[config.mk]
export PLATFORM = sky130hd
export DESIGN_NAME = stack_calculator_flat
export DESIGN_NICKNAME = d
export VERILOG_FILES = /design/src/rtl/stack_calculator_if.sv /design/src/rtl/stack_calculator.sv /design/src/flat_wrapper.sv
export SDC_FILE = /design/constraint.sdc
export NUM_CORES = 1
export LEC_CHECK = 0
export CAP_MARGIN = 10
export CORE_UTILIZATION = 45
export DETAILED_ROUTE_END_ITERATION = 8
export GPL_TIMING_DRIVEN = 0
export PLACE_DENSITY_LB_ADDON = 0.3
export SYNTH_ARGS = -nofsm -noshare
export SYNTH_HDL_FRONTEND = slang
export SYNTH_SLANG_ARGS = --single-unit
export TNS_END_PERCENT = 100
[constraint.sdc]
create_clock -name clk -period 16.2 [get_ports clk]
set_input_delay 2.43 -clock clk [delete_from_list [all_inputs] [get_ports clk]]
set_output_delay 2.43 -clock clk [all_outputs]
set_load 0.01 [all_outputs]
[src/rtl/stack_calculator_if.sv]
// Op handshake and result strobe between a host and the stack calculator.
interface stack_calculator_if #(parameter int WIDTH = 8);
    logic             in_valid;
    logic             in_ready;
    logic [2:0]       opcode;
    logic [WIDTH-1:0] operand;
    logic [WIDTH-1:0] result;
    logic             ready;

    modport master (output in_valid, opcode, operand, input in_ready, result, ready);
    modport slave  (input in_valid, opcode, operand, output in_ready, result, ready);
endinterface

[src/rtl/stack_calculator.sv]
// Parenthesised RPN-style calculator: operand stack, frame markers, multicycle MUL.
// state    | meaning
// RUN      | accepting ops
// MUL_BUSY | multiply in flight, commits WIDTH cycles after acceptance
// ERROR    | sticky fault, only CLEAR has effect
module stack_calculator #(
    parameter int WIDTH  = 8,
    parameter int DEPTH  = 8,
    parameter int FRAMES = 4
) (
    input  logic                       clk,
    input  logic                       rst,
    stack_calculator_if.slave          bus,
    output logic                       overflow,
    output logic                       error,
    output logic [1:0]                 err_code,
    output logic [$clog2(DEPTH+1)-1:0] depth
);
    localparam int DW = $clog2(DEPTH + 1);
    localparam int AW = (DEPTH > 1) ? $clog2(DEPTH) : 1;
    localparam int FW = $clog2(FRAMES + 1);
    localparam int FA = (FRAMES > 1) ? $clog2(FRAMES) : 1;
    localparam int TW = $clog2(WIDTH + 1);

    localparam logic [2:0] OP_ADD = 3'b000, OP_MUL = 3'b001, OP_OPEN = 3'b010, OP_CLOSE = 3'b011,
                           OP_PUSH = 3'b100, OP_EQUAL = 3'b101, OP_SUB = 3'b110, OP_CLEAR = 3'b111;
    localparam logic [1:0] E_NONE = 2'b00, E_UNDER = 2'b01, E_CAP = 2'b10, E_STRUCT = 2'b11;

    typedef enum logic [1:0] {RUN, MUL_BUSY, ERROR} state_t;
    state_t state, state_next;

    logic [WIDTH-1:0] stack [DEPTH];
    logic [DW-1:0]    base  [FRAMES];
    logic [DW-1:0]    sp;
    logic [FW-1:0]    nframes;
    logic [TW-1:0]    timer;
    logic [WIDTH-1:0] mul_a, mul_b, res;
    logic             rdy, ovf, err;
    logic [1:0]       code;

    logic             accept, clear;
    logic [1:0]       fault;
    logic [DW-1:0]    cur_base, above;
    logic [AW-1:0]    top_idx, sec_idx;
    logic [WIDTH-1:0] a, b, sum, diff;
    logic             add_ovf, sub_ovf, mul_ovf;
    logic signed [2*WIDTH-1:0] prod_full;

    assign bus.in_ready = (state != MUL_BUSY);
    assign bus.result   = res;
    assign bus.ready    = rdy;
    assign overflow     = ovf;
    assign error        = err;
    assign err_code     = code;
    assign depth        = sp;

    assign accept   = bus.in_valid && bus.in_ready;
    assign clear    = accept && (bus.opcode == OP_CLEAR);
    assign cur_base = (nframes == '0) ? '0 : base[FA'(nframes - 1'b1)];
    assign above    = sp - cur_base;
    assign top_idx  = AW'(sp - 1'b1);
    assign sec_idx  = AW'(sp - DW'(2));
    assign a        = stack[sec_idx];
    assign b        = stack[top_idx];
    assign sum      = a + b;
    assign diff     = a - b;
    assign add_ovf  = (a[WIDTH-1] == b[WIDTH-1]) && (sum[WIDTH-1] != a[WIDTH-1]);
    assign sub_ovf  = (a[WIDTH-1] != b[WIDTH-1]) && (diff[WIDTH-1] != a[WIDTH-1]);
    assign prod_full = $signed(mul_a) * $signed(mul_b);
    // Product fits only if the top WIDTH+1 bits are a pure sign extension.
    assign mul_ovf  = !((&prod_full[2*WIDTH-1:WIDTH-1]) || !(|prod_full[2*WIDTH-1:WIDTH-1]));

    always_comb begin
        fault = E_NONE;
        case (bus.opcode)
            OP_ADD, OP_SUB, OP_MUL: if (above < DW'(2)) fault = E_UNDER;
            OP_OPEN:  if (nframes == FW'(FRAMES)) fault = E_CAP;
            OP_CLOSE: if (nframes == '0 || above != DW'(1)) fault = E_STRUCT;
            OP_PUSH:  if (sp == DW'(DEPTH)) fault = E_CAP;
            OP_EQUAL: if (nframes != '0 || sp != DW'(1)) fault = E_STRUCT;
            default:  fault = E_NONE;
        endcase
    end

    always_comb begin
        state_next = state;
        case (state)
            RUN: if (accept && !clear) begin
                if (fault != E_NONE)          state_next = ERROR;
                else if (bus.opcode == OP_MUL) state_next = MUL_BUSY;
            end
            MUL_BUSY: if (timer == '0) state_next = RUN;
            ERROR:    if (clear) state_next = RUN;
            default:  state_next = RUN;
        endcase
    end

    always_ff @(posedge clk) begin
        if (rst) begin
            state   <= RUN;
            sp      <= '0;
            nframes <= '0;
            timer   <= '0;
            res     <= '0;
            rdy     <= 1'b0;
            ovf     <= 1'b0;
            err     <= 1'b0;
            code    <= E_NONE;
        end else begin
            state <= state_next;
            rdy   <= 1'b0;
            if (rdy) ovf <= 1'b0;
            if (clear) begin
                sp      <= '0;
                nframes <= '0;
                ovf     <= 1'b0;
                err     <= 1'b0;
                code    <= E_NONE;
            end else if (state == RUN && accept) begin
                if (fault != E_NONE) begin
                    err  <= 1'b1;
                    code <= fault;
                end else begin
                    case (bus.opcode)
                        OP_PUSH: begin
                            stack[AW'(sp)] <= bus.operand;
                            sp <= sp + 1'b1;
                        end
                        OP_ADD: begin
                            stack[sec_idx] <= sum;
                            sp <= sp - 1'b1;
                            if (add_ovf) ovf <= 1'b1;
                        end
                        OP_SUB: begin
                            stack[sec_idx] <= diff;
                            sp <= sp - 1'b1;
                            if (sub_ovf) ovf <= 1'b1;
                        end
                        OP_MUL: begin
                            mul_a <= a;
                            mul_b <= b;
                            timer <= TW'(WIDTH - 1);
                        end
                        OP_OPEN: begin
                            base[FA'(nframes)] <= sp;
                            nframes <= nframes + 1'b1;
                        end
                        OP_CLOSE: nframes <= nframes - 1'b1;
                        OP_EQUAL: begin
                            res <= b;
                            rdy <= 1'b1;
                            sp  <= '0;
                        end
                        default: ;
                    endcase
                end
            end else if (state == MUL_BUSY) begin
                if (timer == '0) begin
                    stack[sec_idx] <= prod_full[WIDTH-1:0];
                    sp <= sp - 1'b1;
                    if (mul_ovf) ovf <= 1'b1;
                end else begin
                    timer <= timer - 1'b1;
                end
            end
        end
    end
endmodule
[src/flat_wrapper.sv]
// flat-port wrapper written by rule: the top's interface ports become plain ports
module stack_calculator_flat 
#(
    parameter int WIDTH  = 8,
    parameter int DEPTH  = 8,
    parameter int FRAMES = 4
)
  (clk, rst, overflow, error, err_code, depth, bus_in_valid, bus_opcode, bus_operand, bus_in_ready, bus_result, bus_ready);
  stack_calculator_if #(.WIDTH(WIDTH)) bus_i ();
  input  logic clk;
  input  logic rst;
  output logic overflow;
  output logic error;
  output logic [1:0] err_code;
  output logic [$clog2(DEPTH+1)-1:0] depth;
  input wire logic [$bits(bus_i.in_valid)-1:0] bus_in_valid;
  input wire logic [$bits(bus_i.opcode)-1:0] bus_opcode;
  input wire logic [$bits(bus_i.operand)-1:0] bus_operand;
  output wire logic [$bits(bus_i.in_ready)-1:0] bus_in_ready;
  output wire logic [$bits(bus_i.result)-1:0] bus_result;
  output wire logic [$bits(bus_i.ready)-1:0] bus_ready;
  assign bus_i.in_valid = bus_in_valid;
  assign bus_i.opcode = bus_opcode;
  assign bus_i.operand = bus_operand;
  assign bus_in_ready = bus_i.in_ready;
  assign bus_result = bus_i.result;
  assign bus_ready = bus_i.ready;
  stack_calculator #(.WIDTH(WIDTH), .DEPTH(DEPTH), .FRAMES(FRAMES)) u_core (.clk(clk), .rst(rst), .bus(bus_i), .overflow(overflow), .error(error), .err_code(err_code), .depth(depth));
endmodule
; Word level (Yosys, flattened, before mapping)
; Memory sizes are Yosys's and may differ from the RTL's.
; Cells that the tools add are included.
[totals]
reg_bits = 42
n_memories = 2
out_inout_bits = 18
ram_bits = 80
inputBits = 14
wordCells = 159
[mem_list]
columns = memory, words, width, rd, rd_ports_with_merged_regs, wr, line_no
row1 = u_core.stack, 8, 8, 2, 0, 1, stack_calculator.sv:32  ; logic [WIDTH-1:0] stack [DEPTH];
row2 = u_core.base, 4, 4, 1, 0, 1, stack_calculator.sv:33  ; logic [DW-1:0] base [FRAMES];
[classes]
muxes = 69
reduce_logical = 34
multipliers = 1
eq_ne = 26
n_lt_le_gt_ge = 1
add_sub_neg = 9
bitwise = 6
[ops]
columns = operator, count
row1 = 1-bit 2-to-1 mux, 41
row2 = 4-bit 2-to-1 mux, 10
row3 = 8-bit 2-to-1 mux, 3
row4 = 2-bit 2-to-1 mux, 9
row5 = 8-bit by 8-bit multiplier with 16-bit output, 1
row6 = "3-bit == test, second input constant", 5
row7 = 4-bit one-hot mux with 3 select lines, 1
row8 = 4-bit AND reduction, 3
row9 = "2-bit by 1-bit != test with 1-bit output, second input constant", 5
row10 = 2-bit one-hot mux with 5 select lines, 1
row11 = 5-bit AND reduction, 2
row12 = 9-bit AND reduction, 1
row13 = 9-bit OR reduction, 1
row14 = 8-bit adder, 1
row15 = "4-bit by 1-bit != test with 1-bit output, second input constant", 2
row16 = 2-bit nonzero test, 4
row17 = 8-bit OR reduction, 1
row18 = "4-bit by 1-bit subtractor with 4-bit output, second input constant", 2
row19 = 8-bit subtractor, 1
row20 = "3-bit by 2-bit == test with 1-bit output, second input constant", 2
row21 = 1-bit logical AND, 6
row22 = 3-bit zero test, 2
row23 = 2-bit one-hot mux with 3 select lines, 1
row24 = 3-bit one-hot mux with 2 select lines, 1
row25 = 29 further kinds, 40

; Longest topological paths before layout
; An unclocked memory read counts as a cell.
[logic_depth]
word_depth = 18
depth_mapped = 21
ltp_nobuf = 18

; Worst setup path before layout
; Ideal clock, no wire load.
[synth_path]
kind = register to register
start = register u_core.sp[0] (netlist: u_core.depth[0])
end = memory u_core.stack[0][7] (data pin)
setup_time_ps = 224
period_less_slack_ps = 5436
path_stages_with_launch = 21
arrival_ps = 5212
slack_ps = 10764
n_path_buf = 6
path_cell_list = dfxtp_1 > buf_2 > buf_2 > buf_2 > clkbuf_1 > inv_1 > ha_1 > clkbuf_1 > clkbuf_1 > mux4_2 > mux2_2 > inv_1 > ha_1 > nor2b_1 > o21ai_0 > a21oi_1 > o41a_1 > inv_1 > mux2i_1 > mux2i_1 > a21oi_1
[synth_via]
elab_cells_between_ends = 34
cone_classes = add/sub (5) / order compare (1) / eq/ne (3) / mux (18) / bitwise (2) / reduce/logical (4) / memory (1)
[synth_lines]
columns = element, line_no
row1 = "start, declared", stack_calculator.sv:34  ; logic [DW-1:0] sp;
row2 = "start signal, assigned", stack_calculator.sv:127  ; sp <= sp + 1'b1;
row3 = "start signal, assigned", stack_calculator.sv:131  ; sp <= sp - 1'b1;
row4 = "start signal, assigned", stack_calculator.sv:136  ; sp <= sp - 1'b1;
row5 = 4-bit by 1-bit subtractor with 4-bit output *, stack_calculator.sv:61  ; assign top_idx = AW'(sp - 1'b1);
row6 = memory 8 x 8 bit *, -
row7 = net u_core.b[1], stack_calculator.sv:45  ; logic [WIDTH-1:0] a, b, sum, diff;
row8 = 8-bit adder or 8-bit subtractor (tied branches), "stack_calculator.sv:65, stack_calculator.sv:66"
row9 = 8-bit 2-to-1 mux (no line) * (3 in a row), -
row10 = "end, declared", stack_calculator.sv:32
; Mark *: on every way through the listed nets, which the timed path passes. The rest lies on a longest branch.

; Final worst setup path
[layout_path]
start = register u_core.sp[0] (netlist: u_core.depth[0])
end = memory u_core.stack[2][4] (data pin)
; Same word-level chain as after synthesis.

==> reports/summary.txt <==
Area of the core: 19500 um^2
Setup crit end kind: register
Final std cells w/o fill: 1103
Switching Power: 0.378 mW
TritonCTS clock tree: done
Antenna diode instance count: 0
Pin count of the biggest net entering global routing: 17
Placed wire-length estimate: 15500 um
Final design instance area without fill: 10200 um^2
Hold_buf cts: 0
Total Routed Length: 20500 um
Critical Path, Cell by Cell: buf_2, buf_2, buf_2, clkbuf_1, inv_1, ha_1, clkbuf_1, clkbuf_1, mux4_2, mux2_2, ha_1, fa_1, inv_1, a21oi_1, o21bai_1, mux2i_1, xor2_1, o21ai_0
Worst setup timing slack at the placement stage: 9.08 ns
Root buf cell: clkbuf_16
Main area contributors after synthesis: edfxtp_1, fa_1, mux4_2, ha_1, dfxtp_1
Final sum of negative setup slack: 0 ns
Summed instance area of the synthesized netlist: 8980 um^2
Met1 Routed Length: 8980 um
Critical path fanouts, max: 10
Routability congestion estimate from global placement: 0.852
Vias after detailed routing: 6041
Maximum clock insertion buffer count: 2
Count of endpoints failing hold in the final timing report: 0
Net count of the mapped netlist: 907
Finish-stage setup viols: 0
Share of power burned in registers: 32.6%
Worst endpoint data arrival time: 7.18 ns
Post-route setup slack: 9.09 ns
Overall Global Routing Usage: 21.8%
Internal power contribution: 0.733 mW
Detailed router's first-iteration violation count: 364
Run status: finished clean
Clock skew: 0.00875 ns
Count of placed standard cells including taps: 1071
Combinational share of power: 34.2%
Synth-to-Final Area Change: 13.6%
Highest routed layer: met4
Setup crit start kind: register
Skew-Pair Late Insertion Delay: 0.42 ns
Part of the total power dissipated in the clock network: 33.2%
Clock tree sinks: 122
Kind of cell adding the most delay to the critical path: buffers and inverters
Post-synthesis register bit count: 122
Number of flops mapped to enable cells by yosys: 96
Height of the die: 143 um
Die width: 143 um
Worst path slowest cell: o21ai_0
CTS clock-pin slew for the worst setup and hold paths: 0.06 ns
CTS Buf Count: 17
Setup repair after global routing missed its margin: false
Resize count post-CTS: 0
Post-route minimum period: 7.11 ns
Cell count after synthesis: 776
Min-delay worst type: register to register
Layout cells sized above 1: 11.9%
Distinct cell type count after synthesis: 65
Fmax: 141 MHz
Boundary Pins: 32
Required time reported for the critical path endpoint: 16.28 ns
Top-count cell post-synth: inv_1
# Post-CTS Setup Buffers: 0
Std cell rows: 51
# H-tree levels: 4
Number of nets in the layout: 956
Prevailing post-synth register cell: edfxtp_1
Antenna violations before repair: 0
Met2 WL post-DR: 10200 um
Number of buffers inserted by port buffering: 29
Peak ir drop on the vdd network: 0.0800 mV
Switching fraction of total power: 34.0%
Initial Util: 46.0%
Proportion of netlist area held by the largest area contributor: 32.1%
Grt total ovfl: 0
First-pass GRT wire length: 33400 um
Critical path type: register to register
Vias in the first global route: 6175
Power per Cell Area: 109 nW/um^2
Leakage dissipation: 3.94 nW
Relative max-transition margin: 25.0%
Most numerous cell types in the synthesized netlist: inv_1, edfxtp_1, ha_1
Synthesized area per cell: 11.6 um^2
Drt pass-1 iters: 5
Total length of routed met3 wires: 743 um
Maximum capacitance violations: 0
Die Footprint: 20500 um^2
Remaining DRCs: 0
Slew @ Worst Pin: 1.13 ns
Synth warnings: 0
WL per Instance: 18.6 um
Critical path's largest stage delay: 0.80 ns
Share of the yosys chip area belonging to registers: 37.9%
Placed cell areas: 9620 um^2
Count of antenna-violating nets left after detailed routing: 0
Fraction of the cycle the final worst path needs: 43.9%
Buf/Inv on CP: 8
Cell accounting for the most synthesized area: edfxtp_1
Slew Limit Fails: 0
Asr flop ratio synth: 0%
Total Power Consumption: 1.11 mW
Fill cells: 1749
Per-cell via count in the routed design: 5.48
-- worst paths after layout --
check | start | to | slack [ns] | cells past startpoint
worst max-delay path | u_core.depth[0] | u_core.stack[2][4] | 9.09 | 18
worst max register to register | u_core.depth[0] | u_core.stack[2][4] | 9.09 | 18
worst min register to register | u_core.state[0] | u_core.state[1] | 0.44 | 1
worst min-delay path | u_core.state[0] | u_core.state[1] | 0.44 | 1
-- power groups by stage --
stage                     sequential, mW  combinational (mW)  clock (mW)
after floorplan                    0.367               0.286           0
after global placement             0.369               0.370           0
after detailed placement           0.369               0.373           0
after CTS                          0.363               0.378       0.374
after global routing               0.364               0.423       0.384
final                              0.362               0.380       0.370
-- stage by stage --
| stage | hold WS (ns) | util (%) |
|---|---|---|
| final | 0.439 | 52.2 |
| after CTS | 0.440 | 52.2 |
| after floorplan | 0.415 | - |
| after global placement | 0.430 | 49.2 |
| after detailed placement | 0.435 | 49.3 |
| after global routing | 0.468 | 52.2 |
-- cells in the final DEF (no fill, tap or decap), types with 5 or more instances in the layout --
cell type / n
inv_1: 99
edfxtp_1: 96
ha_1: 59
fa_1: 58
nand2_1: 57
nor2_1: 42
mux4_2: 35
a21oi_1: 33
and2_1: 32
clkdlybuf4s50_1: 29
dfxtp_1: 26
o21ai_0: 20
mux2i_1: 17
clkbuf_16: 17
xnor2_1: 16
a211oi_1: 14
clkbuf_1: 13
mux2_2: 13
nand3_1: 13
nand2b_1: 13
nor3_1: 11
xor2_1: 10
buf_2: 7
nor2b_1: 7
nand4_1: 7
o21bai_1: 6
a21o_1: 5
and3_1: 5
a22oi_1: 5
-- state kept, by name, summed over array words and instances (netlist names) --
register	count
u_core.depth	4
u_core.stack	64
u_core.bus.ready	1
u_core.base	16
u_core.err_code	2
u_core.mul_b	8
u_core.nframes	3
u_core.timer	4
u_core.error	1
u_core.overflow	1
u_core.mul_a	8
u_core.state	2
u_core.bus.result	8
-- final cells by class --
class                           instances  area, um^2  share of cell area [%]
Clock inverter                         15         156                    1.53
Sequential cell                       122        3400                    33.4
Multi-Input combinational cell        530        5090                    49.9
Timing Repair Buffer                   30         302                    2.96
Inverter                               99         372                    3.64
Clock buffer                           17         425                    4.17
Buffer                                 25         121                    1.19
Tap cell                              265         332                    3.25
-- layer usage --
metal | track usage, % | vias to the layer above
met5 | 0 | -
met4 | 9.85 | 0
met3 | 2.28 | 42
met2 | 36.8 | 150
met1 | 28.5 | 2991
li1 | - | 2858
-- cell families (layout without fill, tap and decap cells) --
family	count (synthesis)	in the layout	share of synthesized area, %
fa+ha+maj	117	117	21.2
simple gates	208	208	12.1
xor+xnor	26	26	2.54
buf+inv	124	186	5.49
flops	122	122	37.9
mux	65	65	12.3
compound gates	114	114	8.56
Power figures use the tool's default switching activity.
